<file path="config.mk">
export PLATFORM = sky130hd
export DESIGN_NAME = ram_burst_reader_flat
export DESIGN_NICKNAME = d
export VERILOG_FILES = /design/src/rtl/ram_burst_reader_if.sv /design/src/rtl/ram_burst_reader.sv /design/src/flat_wrapper.sv
export SDC_FILE = /design/constraint.sdc
export NUM_CORES = 1
export LEC_CHECK = 0
export BUFFER_PORTS_ARGS = -buffer_cell sky130_fd_sc_hd__buf_4
export CORE_ASPECT_RATIO = 1.25
export CORE_MARGIN = 3
export CORE_UTILIZATION = 51
export DETAILED_ROUTE_END_ITERATION = 8
export PLACE_DENSITY_LB_ADDON = 0.08
export RECOVER_POWER = 25
export SLEW_MARGIN = 40
export SYNTH_ARGS = -nofsm -noshare
export SYNTH_HDL_FRONTEND = slang
export SYNTH_SLANG_ARGS = --single-unit
</file>
<file path="constraint.sdc">
create_clock -name clk -period 2.4 [get_ports clk]
set_input_delay 0.48 -clock clk [delete_from_list [all_inputs] [get_ports clk]]
set_output_delay 0.48 -clock clk [all_outputs]
set_load 0.02 [all_outputs]
</file>
<file path="src/rtl/ram_burst_reader_if.sv">
// Command, RAM-port and output-stream signals of the burst reader.
// The reader attaches to the master modport and its environment to the slave modport.
interface ram_burst_reader_if #(
  parameter int ADDR_W = 6,
  parameter int DATA_W = 8
);
  logic              start;
  logic [ADDR_W-1:0] start_addr;
  logic [ADDR_W:0]   len;
  logic              busy;
  logic              done;
  logic              ram_we;
  logic [ADDR_W-1:0] ram_addr;
  logic [DATA_W-1:0] ram_dout;
  logic              m_valid;
  logic [DATA_W-1:0] m_data;
  logic              m_last;
  logic              m_ready;

  modport master (
    input  start, start_addr, len, ram_dout, m_ready,
    output busy, done, ram_we, ram_addr, m_valid, m_data, m_last
  );

  modport slave (
    output start, start_addr, len, ram_dout, m_ready,
    input  busy, done, ram_we, ram_addr, m_valid, m_data, m_last
  );
endinterface

</file>
<file path="src/rtl/ram_burst_reader.sv">
// Reads a run of consecutive locations from a combinational-read RAM and streams
// them out over valid/ready. The output register acts as a one-entry skid buffer.
module ram_burst_reader #(
  parameter int ADDR_W = 6,
  parameter int DATA_W = 8
) (
  input logic               clk,
  input logic               rst,
  ram_burst_reader_if.master bus
);
  typedef enum logic [1:0] {IDLE, READ, DONE} state_t;

  localparam logic [ADDR_W:0] REM_ONE = {{ADDR_W{1'b0}}, 1'b1};

  state_t            state;
  logic [ADDR_W-1:0] cur_addr;
  logic [ADDR_W:0]   remaining;
  logic              busy_r;
  logic              done_r;
  logic              valid_r;
  logic              last_r;
  logic [DATA_W-1:0] data_r;

  logic load;
  logic accept;

  assign accept = valid_r & bus.m_ready;
  assign load   = (state == READ) && (remaining != '0) && (!valid_r || bus.m_ready);

  assign bus.ram_we   = 1'b0;
  assign bus.ram_addr = cur_addr;
  assign bus.busy     = busy_r;
  assign bus.done     = done_r;
  assign bus.m_valid  = valid_r;
  assign bus.m_data   = data_r;
  assign bus.m_last   = last_r;

  always_ff @(posedge clk) begin
    if (rst) begin
      state     <= IDLE;
      cur_addr  <= '0;
      remaining <= '0;
      busy_r    <= 1'b0;
      done_r    <= 1'b0;
      valid_r   <= 1'b0;
      last_r    <= 1'b0;
      data_r    <= '0;
    end else begin
      done_r <= 1'b0;
      case (state)
        IDLE: begin
          if (bus.start) begin
            state  <= READ;
            busy_r <= 1'b1;
            // len == 0 also passes through READ (remaining stays 0) so that
            // done lands two cycles after start, same as the L-byte formula.
            if (bus.len != '0) begin
              cur_addr  <= bus.start_addr;
              remaining <= bus.len;
            end
          end
        end
        READ: begin
          if (load) begin
            data_r    <= bus.ram_dout;
            valid_r   <= 1'b1;
            last_r    <= (remaining == REM_ONE);
            cur_addr  <= cur_addr + 1'b1;
            remaining <= remaining - 1'b1;
          end else if (accept) begin
            valid_r <= 1'b0;
            last_r  <= 1'b0;
          end
          if ((accept && last_r) || (remaining == '0 && !valid_r)) begin
            state  <= DONE;
            done_r <= 1'b1;
          end
        end
        DONE: begin
          state  <= IDLE;
          busy_r <= 1'b0;
        end
        default: begin
          state  <= IDLE;
          busy_r <= 1'b0;
        end
      endcase
    end
  end
endmodule

</file>
<file path="src/flat_wrapper.sv">
// flat-port wrapper written by rule: the top's interface ports become plain ports
module ram_burst_reader_flat 
#(
  parameter int ADDR_W = 6,
  parameter int DATA_W = 8
)
  (clk, rst, bus_start, bus_start_addr, bus_len, bus_ram_dout, bus_m_ready, bus_busy, bus_done, bus_ram_we, bus_ram_addr, bus_m_valid, bus_m_data, bus_m_last);
  ram_burst_reader_if #(.ADDR_W(ADDR_W), .DATA_W(DATA_W)) bus_i ();
  input logic clk;
  input logic rst;
  input wire logic [$bits(bus_i.start)-1:0] bus_start;
  input wire logic [$bits(bus_i.start_addr)-1:0] bus_start_addr;
  input wire logic [$bits(bus_i.len)-1:0] bus_len;
  input wire logic [$bits(bus_i.ram_dout)-1:0] bus_ram_dout;
  input wire logic [$bits(bus_i.m_ready)-1:0] bus_m_ready;
  output wire logic [$bits(bus_i.busy)-1:0] bus_busy;
  output wire logic [$bits(bus_i.done)-1:0] bus_done;
  output wire logic [$bits(bus_i.ram_we)-1:0] bus_ram_we;
  output wire logic [$bits(bus_i.ram_addr)-1:0] bus_ram_addr;
  output wire logic [$bits(bus_i.m_valid)-1:0] bus_m_valid;
  output wire logic [$bits(bus_i.m_data)-1:0] bus_m_data;
  output wire logic [$bits(bus_i.m_last)-1:0] bus_m_last;
  assign bus_i.start = bus_start;
  assign bus_i.start_addr = bus_start_addr;
  assign bus_i.len = bus_len;
  assign bus_i.ram_dout = bus_ram_dout;
  assign bus_i.m_ready = bus_m_ready;
  assign bus_busy = bus_i.busy;
  assign bus_done = bus_i.done;
  assign bus_ram_we = bus_i.ram_we;
  assign bus_ram_addr = bus_i.ram_addr;
  assign bus_m_valid = bus_i.m_valid;
  assign bus_m_data = bus_i.m_data;
  assign bus_m_last = bus_i.m_last;
  ram_burst_reader #(.ADDR_W(ADDR_W), .DATA_W(DATA_W)) u_core (.clk(clk), .rst(rst), .bus(bus_i));
endmodule
</file>
==> results.py, run 1 <==
metrics = {
    "route": {
        "vias_per_cell": 6.07,
        "finalWirelength_um": 3910,
        "vias": 1494,
        "drt_iter0_markers": 82,
        "dr.pass1.iters": 4,
        "antenna_left": 0,
        "drc": 0,
        "wl_per_cell_um": 15.9,
    },
    "cells_and_area": {
        "layout-drive-gt1-share_pct": 23.1,
        "fill_cells": 258,
        "insertedDiodeCount": 0,
        "instances_no_fill": 246,
        "fin_nets": 241,
        "final-seq-area_um2": 541,
        "multi_input_area_um2": 875,
        "area_growth_pct": 20.1,
    },
    "hold_path": {
        "hold_path_class": "in2reg",
        "min_path_cells": 3,
    },
    "setup_path": {
        "reg2reg_depth": 6,
        "cp.required_ns": 2.64,
        "cp_num_buf_inv": 1,
        "cp.depth": 6,
        "cp-end-kind": "flip-flop",
        "crit_path_start_kind": "flip-flop",
        "cpPeakStageDelay_ns": 0.57,
        "critical_path_class": "reg2reg",
        "worst_ep_arrival_time_ns": 2.31,
        "critPathSlowestCell": "and3_1",
        "cp_top_family": "simple AND/OR/NAND/NOR gates",
        "path_cells": "inv_1, ha_1, nor3b_2, and3_1, nor3_2, a311oi_1",
        "worstPathMaxFanout": 9,
    },
    "synth": {
        "synth.top_cell.area_share_pct": 35.8,
        "synth-xor-area-share_pct": 0,
        "synth_top_family_by_area": "simple AND/OR/NAND/NOR gates",
        "synth_area_leaders": "dfxtp_1 36%, mux2i_1 6.0%, a21oi_1 5.0%, o32ai_1 4.6%, nand2_1 4.2%",
        "synth_area_per_cell_um2": 8.62,
        "synth_compound_area_share_pct": 21.0,
        "synth-seq-cells": 27,
        "synth_edf_count": 0,
        "synth_top_area_cell": "dfxtp_1",
        "ys_warn_count": 0,
        "synth_simple_gate_area_share_pct": 28.3,
        "synth_cell_types": 45,
        "synthesis.instances": 175,
        "synthMuxAreaShare_pct": 5.97,
        "ys_seq_area_share_pct": 35.8,
        "synth_nets": 203,
        "netlist_area_um2": 1510,
        "async_reset_ff_share_pct": 0,
        "ys.flop_type": "dfxtp_1",
        "netlist_top_cells_count": "27 x dfxtp_1, 17 x nand2_1, 16 x nor2_1",
        "yosysMostFrequentCell": "dfxtp_1",
        "synthAdderAreaFrac_pct": 2.49,
    },
    "global_routing": {
        "grt_max_degree": 32,
        "grt_usage_pct": 23.8,
        "overflow": 0,
        "grt_pass1_wl_um": 6490,
        "antenna_found_initial": 0,
        "grt_pass1_vias": 1497,
    },
    "timing": {
        "tightest_slew_ns": 0.549,
        "fin_crit_ns": 2.07,
        "relSlewSlack_pct": 63.4,
        "final_hold_viol_count": 0,
        "skew_ns": 0.0127,
        "drv_slew": 0,
        "fin_setup_tns_ns": 0,
        "grt_setup_unrepaired": "no",
        "post-route-period-util_pct": 86.1,
        "finalSetupViolCount": 0,
        "fmax_mhz": 484,
    },
    "place": {
        "io_buffers": 42,
        "gp_congestion": 0.893,
        "dpl.cell_count": 242,
        "dpl.hpwl_um": 2900,
    },
    "cts": {
        "clk_latency_ns": 0.34,
        "postCtsHoldBufs": 0,
        "clock_path_buffers": 2,
        "cts_made_buffers": 3,
        "cts_tree": "built",
        "root_buffer": "clkbuf_4",
        "post_cts_resized": 0,
        "cts_htree_levels": 1,
        "cts_sinks": 27,
        "cts_setup_buffers": 0,
        "clkSlewWorstSetupHoldPaths_ns": 0.16,
    },
    "floorplanning": {
        "core_um2": 2760,
        "design.portCount": 44,
        "start_util_pct": 54.7,
        "die_w_um": 54.7,
        "rows": 21,
        "dieArea_um2": 3650,
        "die_h_um": 66.8,
    },
    "flow_run": {
        "cap_violations": 0,
    },
    "run_status": {
        "status": "completed",
    },
    "power_and_ir_drop": {
        "ir_worst_vdd_uv": 513,
        "powerDensity_nw_per_um2": 745,
        "p_leak_uw": 0.000698,
    },
}
==> report_power, final <==
group | total, µW | switching, µW | internal [µW]
Clock | 203 | 140 | 62.7
Combinational | 561 | 315 | 246
Sequential | 585 | 71.5 | 514
==> routing by layer <==
layer / global-route usage [%] / part of all wire (%) / up-vias
li1: - / - / 729
met4: 11.2 / 2.4 / 0
met5: 0 / 0 / -
met1: 27.1 / 40 / 696
met2: 42.3 / 52 / 57
met3: 2.24 / 5.6 / 12
==> kinds of logic after synthesis <==
family / count (synthesis)
AO/OA/AOI/OAI: 39
AND/OR/NAND/NOR: 78
adder cells (fa/ha/maj): 3
flip-flops: 27
other: 1
multiplexers: 9
buffers and inverters: 18
==> registers in the layout, indices dropped and copies added, names as in the netlist <==
register	cells
u_core.bus.m_valid	1
u_core.bus.m_data	8
u_core.bus.done	1
u_core.state	2
u_core.bus.ram_addr	6
u_core.bus.busy	1
u_core.remaining	7
u_core.bus.m_last	1
==> layout make-up <==
| cell class | instances | area share, % |
|---|---|---|
| Sequential cell | 27 | 29.8 |
| Multi-Input combinational cell | 130 | 48.3 |
| Inverter | 5 | 1.04 |
| Clock buffer | 3 | 1.24 |
| Tap cell | 34 | 2.35 |
| Clock inverter | 1 | 0.276 |
| Timing Repair Buffer | 46 | 17.0 |
==> worst min-delay path, cell delays in order <==
cell	delay (ns)
buf_4	0.08
mux2i_1	0.05
nor2_1	0.07
==> placed cells by master (no fill, tap or decap), drive strengths merged, types with 2 or more instances in the layout <==
master,synthesis,layout
nor2b,2,2
nor2,16,16
a221oi,2,2
a21oi,15,15
a31oi,2,2
nor3,12,12
clkbuf,3,13
nand2b,2,2
or4,2,2
buf,10,36
a311oi,2,2
a2111oi,3,3
nor3b,3,3
ha,3,3
inv,4,4
nand2,17,17
o32ai,8,8
nand4,2,2
dfxtp,27,27
nor4,8,8
nand3,6,6
or3,2,2
o21ai,2,2
clkinv,1,2
mux2i,9,9
==> through the flow <==
| stage | instance area (µm²) | util, % | setup slack [ns] | hold WS [ns] | total power (µW) |
|---|---|---|---|---|---|
| global route | 1810 | 65.7 | 0.218 | 0.384 | 1430 |
| CTS | 1850 | 67.0 | 0.328 | 0.366 | 1370 |
| floorplan | 1510 | - | 0.687 | 0.448 | 997 |
| global placement | 1820 | 66.0 | 0.420 | 0.465 | 1150 |
| finish | 1810 | 65.7 | 0.333 | 0.369 | 1350 |
| detailed placement | 1820 | 66.0 | 0.343 | 0.486 | 1170 |
==> worst paths after layout <==
| path | slack, ns | from | endpoint |
|---|---|---|---|
| max reg2reg | 0.33 | u_core.remaining[0]$_SDFFE_PP0P_ | u_core.bus.ram_addr[0]$_SDFFE_PP0P_ |
| min | 0.37 | bus_ram_dout[1] | u_core.bus.m_data[1]$_SDFFE_PP0P_ |
| max | 0.33 | u_core.remaining[0]$_SDFFE_PP0P_ | u_core.bus.ram_addr[0]$_SDFFE_PP0P_ |
| min reg2reg | 0.50 | u_core.bus.busy$_SDFFE_PP0P_ | u_core.bus.busy$_SDFFE_PP0P_ |
(Power assumes the default switching activity.)
==> run 2: changes to the inputs <==
--- a/config.mk
+++ b/config.mk
@@ -8,10 +8,11 @@
 export BUFFER_PORTS_ARGS = -buffer_cell sky130_fd_sc_hd__buf_4
 export CORE_ASPECT_RATIO = 1.25
 export CORE_MARGIN = 3
-export CORE_UTILIZATION = 51
+export CORE_UTILIZATION = 55
 export DETAILED_ROUTE_END_ITERATION = 8
 export PLACE_DENSITY_LB_ADDON = 0.08
 export RECOVER_POWER = 25
+export SETUP_SLACK_MARGIN = 0.1
 export SLEW_MARGIN = 40
 export SYNTH_ARGS = -nofsm -noshare
 export SYNTH_HDL_FRONTEND = slang
==> constraint.sdc (replaced) <==
create_clock -name clk -period 2.5 [get_ports clk]
set_input_delay 0.5 -clock clk [delete_from_list [all_inputs] [get_ports clk]]
set_output_delay 0.5 -clock clk [all_outputs]
set_load 0.02 [all_outputs]
==> run 2 against run 1 <==
Via count is 0.40% lower. Non-clock buffer count grew 1. Critical path type unchanged. Global-route usage rose by 1.6 points. Critical path depth stayed put. Largest power group unchanged. Count of clock-buffer cells in the layout up 1. Register-to-register slack gained 0.13 ns.
==> results.py, run 2 (same netlist as run 1, synthesis figures left out) <==
metrics = {
    "run_status": {
        "status": "completed",
    },
    "floorplanning": {
        "core_um2": 2530,
        "design.portCount": 44,
        "die_h_um": 64.6,
        "dieArea_um2": 3410,
        "start_util_pct": 59.7,
        "rows": 20,
        "die_w_um": 52.9,
    },
    "hold_path": {
        "hold_path_class": "in2reg",
        "hp-start": "bus_ram_dout[0]",
    },
    "setup_path": {
        "crit_path_start_kind": "flip-flop",
        "r2r_slack_ns": 0.46,
        "cp_num_buf_inv": 1,
        "cp_top_family": "simple AND/OR/NAND/NOR gates",
        "worst_ep_arrival_time_ns": 2.28,
        "r2r_start": "u_core.remaining[0]$_SDFFE_PP0P_",
        "reg2reg_depth": 6,
        "cp-startpoint": "u_core.remaining[0]$_SDFFE_PP0P_",
        "endpoint": "u_core.bus.ram_addr[0]$_SDFFE_PP0P_",
        "path_cells": "inv_1, ha_1, nor3b_2, and3_1, nor3_2, a311oi_1",
        "cp-end-kind": "flip-flop",
        "critical_path_class": "reg2reg",
        "cp.depth": 6,
        "cp.required_ns": 2.74,
        "worstPathMaxFanout": 9,
        "critPathSlowestCell": "and3_1",
        "r2r-end": "u_core.bus.ram_addr[0]$_SDFFE_PP0P_",
        "cpPeakStageDelay_ns": 0.52,
    },
    "timing": {
        "final_hold_viol_count": 0,
        "finalSetupViolCount": 0,
        "fin_setup_tns_ns": 0,
        "fin_crit_ns": 2.04,
        "tightest_slew_ns": 0.557,
        "relSlewSlack_pct": 62.8,
        "hold_slack_ns": 0.403,
        "fmax_mhz": 490,
        "post-route-period-util_pct": 81.7,
        "skew_ns": 0.00677,
        "drv_slew": 0,
        "grt_setup_unrepaired": "no",
    },
    "power_and_ir_drop": {
        "p_leak_uw": 0.000700,
        "powerDensity_nw_per_um2": 715,
        "ir_worst_vdd_uv": 508,
        "swShare_pct": 38.8,
        "internal_power_uw": 795,
        "p_switching_uw": 504,
        "p_seq_share_pct": 43.5,
        "p_comb_share_pct": 41.9,
        "p_clk_share_pct": 14.6,
    },
    "route": {
        "vias_per_cell": 6.05,
        "dr.pass1.iters": 4,
        "wl_per_cell_um": 16.1,
        "finalWirelength_um": 3950,
        "vias": 1488,
        "drc": 0,
        "antenna_left": 0,
        "drt_iter0_markers": 52,
    },
    "cts": {
        "cts_sinks": 27,
        "root_buffer": "clkbuf_4",
        "post_cts_resized": 0,
        "clock_path_buffers": 2,
        "cts_setup_buffers": 0,
        "cts_tree": "built",
        "clk_latency_ns": 0.32,
        "cts_made_buffers": 3,
        "cts_htree_levels": 1,
        "postCtsHoldBufs": 0,
        "clkSlewWorstSetupHoldPaths_ns": 0.14,
    },
    "global_routing": {
        "overflow": 0,
        "grt_max_degree": 29,
        "antenna_found_initial": 0,
        "grt_pass1_vias": 1482,
        "grt_usage_pct": 25.3,
        "grt_pass1_wl_um": 6620,
    },
    "cells_and_area": {
        "area_growth_pct": 20.4,
        "fill_cells": 208,
        "layout-drive-gt1-share_pct": 23.0,
        "multi_input_area_um2": 875,
        "final_cell_mix": "37 x buf_4, 27 x dfxtp_1, 17 x nand2_1",
        "fin_nets": 242,
        "insertedDiodeCount": 0,
        "largest_reg_flops": 8,
        "final-seq-area_um2": 541,
        "final_common_cell": "buf_4",
    },
    "flow_run": {
        "cap_violations": 0,
    },
    "place": {
        "io_buffers": 42,
        "gp_congestion": 0.839,
        "dpl.hpwl_um": 2990,
    },
}
-- run 2: worst reg2reg max path: cells and delay by family (launching register included) --
kind | cells | cell delay [ns]
flops | 1 | 0.37
compound gates | 1 | 0.29
simple gates | 3 | 0.99
buf+inv | 1 | 0.10
fa+ha+maj | 1 | 0.20
-- run 2: through the flow --
stage | power [µW] | utilization (%) | instances | area [µm²] | worst slack, ns
final | 1300 | 71.9 | 246 | 1820 | 0.458
after global routing | 1380 | 71.9 | 246 | 1820 | 0.263
after CTS | 1310 | 73.4 | 246 | 1850 | 0.463
after detailed placement | 1130 | 72.3 | 242 | 1830 | 0.444
after global placement | 1110 | 72.3 | 242 | 1830 | 0.493
after floorplan | 957 | - | 175 | 1510 | 0.769
-- run 2: power groups by stage --
| stage | Clock, µW | Sequential (µW) | Combinational, µW |
|---|---|---|---|
| final | 190 | 565 | 544 |
| after global routing | 210 | 574 | 599 |
| after detailed placement | 0 | 572 | 554 |
| after global placement | 0 | 567 | 543 |
| after CTS | 190 | 563 | 557 |
| after floorplan | 0 | 599 | 358 |
-- run 2: final cells by class --
type,count,share of cell area (%)
clock buffers,4,1.45
inverters,5,1.03
well taps,33,2.27
flip-flops and latches,27,29.8
repair buffers,47,17.4
multi-input cells,130,48.1
-- run 2: how the worst min path moves through the flow --
stage,slack [ns],endpoint,cells past startpoint
floorplan,0.45,u_core.remaining[6]$_SDFFE_PP0P_,2
global placement,0.47,u_core.remaining[6]$_SDFFE_PP0P_,2
detailed placement,0.48,u_core.remaining[6]$_SDFFE_PP0P_,2
CTS,0.41,u_core.bus.m_data[0]$_SDFFE_PP0P_,3
global route,0.42,u_core.bus.m_data[7]$_SDFFE_PP0P_,3
finish,0.40,u_core.bus.m_data[0]$_SDFFE_PP0P_,3
-- run 2: per-layer routing --
layer  up-vias  global-route usage, %  part of all wire (%)
met5         -                      0                     0
met1       689                   30.6                    41
li1        732                      -                     -
met4         0                   8.31                   1.7
met2        54                   45.0                    51
met3        13                   3.22                   5.4
==> run 3: changes to the inputs <==
--- a/config.mk
+++ b/config.mk
@@ -8,7 +8,7 @@
 export BUFFER_PORTS_ARGS = -buffer_cell sky130_fd_sc_hd__buf_4
 export CORE_ASPECT_RATIO = 1.25
 export CORE_MARGIN = 3
-export CORE_UTILIZATION = 55
+export CORE_UTILIZATION = 51
 export DETAILED_ROUTE_END_ITERATION = 8
 export PLACE_DENSITY_LB_ADDON = 0.08
 export RECOVER_POWER = 25
==> constraint.sdc (replaced) <==
create_clock -name clk -period 1.94 [get_ports clk]
set_input_delay 0.388 -clock clk [delete_from_list [all_inputs] [get_ports clk]]
set_output_delay 0.388 -clock clk [all_outputs]
set_load 0.02 [all_outputs]
==> run 3 against run 2 <==
Global-route usage fell by 1.7 points. Register-to-register slack worse by 0.31 ns. Clock power is 35% higher. Routed wire length rose by 1.3%. Die area grew 7.0%. Total power rose by 37%. Non-clock buffer count up 12. Hold slack got worse by 0.13 ns. Critical endpoint is now u_core.remaining[4]$_SDFFE_PP0P_. Combinational power rose by 47%. Utilization fell by 1.4 points.
==> results.py, run 3 (same netlist as run 1, synthesis figures left out) <==
metrics = {
    "global_routing": {
        "grt_pass1_vias": 1499,
        "grt_max_degree": 29,
        "met1_usage_pct": 27.9,
        "overflow": 0,
        "grtUsageMet3_pct": 2.46,
        "grt_pass1_wl_um": 6470,
        "top_usage_layer": "met2",
        "grtUsageMet2_pct": 41.7,
        "antenna_found_initial": 0,
        "grt_usage_pct": 23.7,
    },
    "timing": {
        "grt_setup_unrepaired": "yes",
        "drv_slew": 0,
        "fin_setup_tns_ns": 0,
        "post-route-period-util_pct": 92.4,
        "finalSetupViolCount": 0,
        "relSlewSlack_pct": 66.1,
        "final_hold_viol_count": 0,
        "fmax_mhz": 558,
        "fin_crit_ns": 1.79,
        "tightest_slew_ns": 0.504,
        "setup_slack_ns": 0.147,
        "skew_ns": 0.00247,
    },
    "place": {
        "io_buffers": 42,
        "place_ws_ns": 0.0791,
        "gp_congestion": 0.980,
        "dpl.hpwl_um": 3010,
    },
    "cts": {
        "clkSlewWorstSetupHoldPaths_ns": 0.15,
        "clock_path_buffers": 2,
        "clk_latency_ns": 0.33,
        "root_buffer": "clkbuf_4",
        "cts_made_buffers": 3,
        "cts_htree_levels": 1,
        "cts_setup_buffers": 0,
        "cts_sinks": 27,
        "postCtsHoldBufs": 0,
        "cts_tree": "built",
    },
    "cells_and_area": {
        "layout-drive-gt1-share_pct": 29.3,
        "insertedDiodeCount": 0,
        "fin_nets": 254,
        "final_common_cell": "buf_4",
        "final_cell_mix": "48 x buf_4, 26 x dfxtp_1, 17 x nand2_1",
        "largest_reg_flops": 8,
        "fill_cells": 244,
        "utilization_pct": 70.5,
        "area_growth_pct": 28.9,
    },
    "floorplanning": {
        "core_um2": 2760,
        "die_w_um": 54.7,
        "dieArea_um2": 3650,
        "start_util_pct": 54.7,
        "rows": 21,
        "design.portCount": 44,
        "die_h_um": 66.8,
    },
    "setup_path": {
        "worst_ep_arrival_time_ns": 2.02,
        "cp-end-kind": "flip-flop",
        "r2r-end": "u_core.remaining[4]$_SDFFE_PP0P_",
        "cp.required_ns": 2.17,
        "reg2reg_depth": 7,
        "critical_path_class": "reg2reg",
        "r2r_start": "u_core.remaining[0]$_SDFFE_PP0P_",
        "cpPeakStageDelay_ns": 0.37,
        "crit_path_start_kind": "flip-flop",
        "path_cells": "inv_1, ha_1, nor3b_4, and3_2, buf_12, a2111oi_2, o32ai_1",
        "r2r_slack_ns": 0.15,
        "critPathSlowestCell": "dfxtp_1",
        "worstPathMaxFanout": 6,
    },
    "hold_path": {
        "hp-start": "bus_ram_dout[7]",
        "hold_path_class": "in2reg",
        "min_path_cells": 3,
        "holdPathEnd": "u_core.bus.m_data[7]$_SDFFE_PP0P_",
    },
    "route": {
        "drt_iter0_markers": 56,
        "dr.pass1.iters": 4,
        "vias_per_cell": 6.02,
        "finalWirelength_um": 4010,
        "vias": 1558,
        "antenna_left": 0,
        "wl_per_cell_um": 15.5,
        "drc": 0,
    },
    "run_status": {
        "status": "completed",
    },
    "flow_run": {
        "cap_violations": 0,
    },
    "power_and_ir_drop": {
        "ir_worst_vdd_uv": 741,
        "p_leak_uw": 0.000772,
        "p_total_uw": 1780,
        "powerDensity_nw_per_um2": 918,
    },
}
[run 3: cell count changes in the layout (fill, tap and decap cells not counted), sizes merged]
cell,before,now
buf,37,49
clkbuf,14,13
clkinv,1,2
[run 3: worst max-delay path: cells and delay by family (launching register included)]
kind	cells	cell delay, ns
AND/OR/NAND/NOR	2	0.42
AO/OA/AOI/OAI	2	0.46
buffers and inverters	2	0.21
flip-flops	1	0.37
adder cells (fa/ha/maj)	1	0.22
[run 3: cell type report]
class,instances,area [µm²],area share [%]
Clock inverter,1,5.00,0.257
Inverter,5,18.8,0.965
Clock buffer,3,22.5,1.16
Multi-Input combinational cell,130,896,46.1
Tap cell,34,42.5,2.19
Timing Repair Buffer,59,418,21.5
Sequential cell,27,542,27.9
[run 3: power by group]
group          internal, µW  switching (µW)
clock                  77.6             179
combinational           384             415
sequential              636            92.6
total                  1100             686
[run 3: how the worst max path moves through the flow]
stage                                     startpoint                                   to  slack [ns]  cells after the start
global placement    u_core.remaining[1]$_SDFFE_PP0P_     u_core.remaining[3]$_SDFFE_PP0P_        0.13                      7
floorplan           u_core.remaining[0]$_SDFFE_PP0P_     u_core.remaining[4]$_SDFFE_PP0P_        0.23                      7
finish              u_core.remaining[0]$_SDFFE_PP0P_     u_core.remaining[4]$_SDFFE_PP0P_        0.15                      7
detailed placement  u_core.remaining[1]$_SDFFE_PP0P_     u_core.remaining[2]$_SDFFE_PP0P_        0.08                      7
global route            u_core.state[0]$_SDFFE_PP0P_  u_core.bus.ram_addr[0]$_SDFFE_PP0P_        0.07                      5
CTS                 u_core.remaining[0]$_SDFFE_PP0P_     u_core.remaining[4]$_SDFFE_PP0P_        0.13                      7
[run 3: through the flow]
step                      hold slack (ns)  area (µm²)  instances
after floorplan                     0.448        1510        175
after global placement              0.471        1930        255
after detailed placement            0.481        1930        255
after CTS                           0.280        1970        259
after global routing                0.297        1940        259
final                               0.278        1940        259
[run 3: routing by layer]
layer / wire, µm / part of all wire [%]
met1: 1670 / 42
met2: 2040 / 51
met3: 241 / 6.0
met4: 53 / 1.3
met5: 0 / 0
[run 3: repair_timing]
| item | in CTS | in global routing |
|---|---|---|
| pin swaps | 0 | 1 |
| setup endpoints to repair | 9 | 15 |
| resized for setup | 2 | 5 |
| hold endpoints to repair | 0 | 0 |
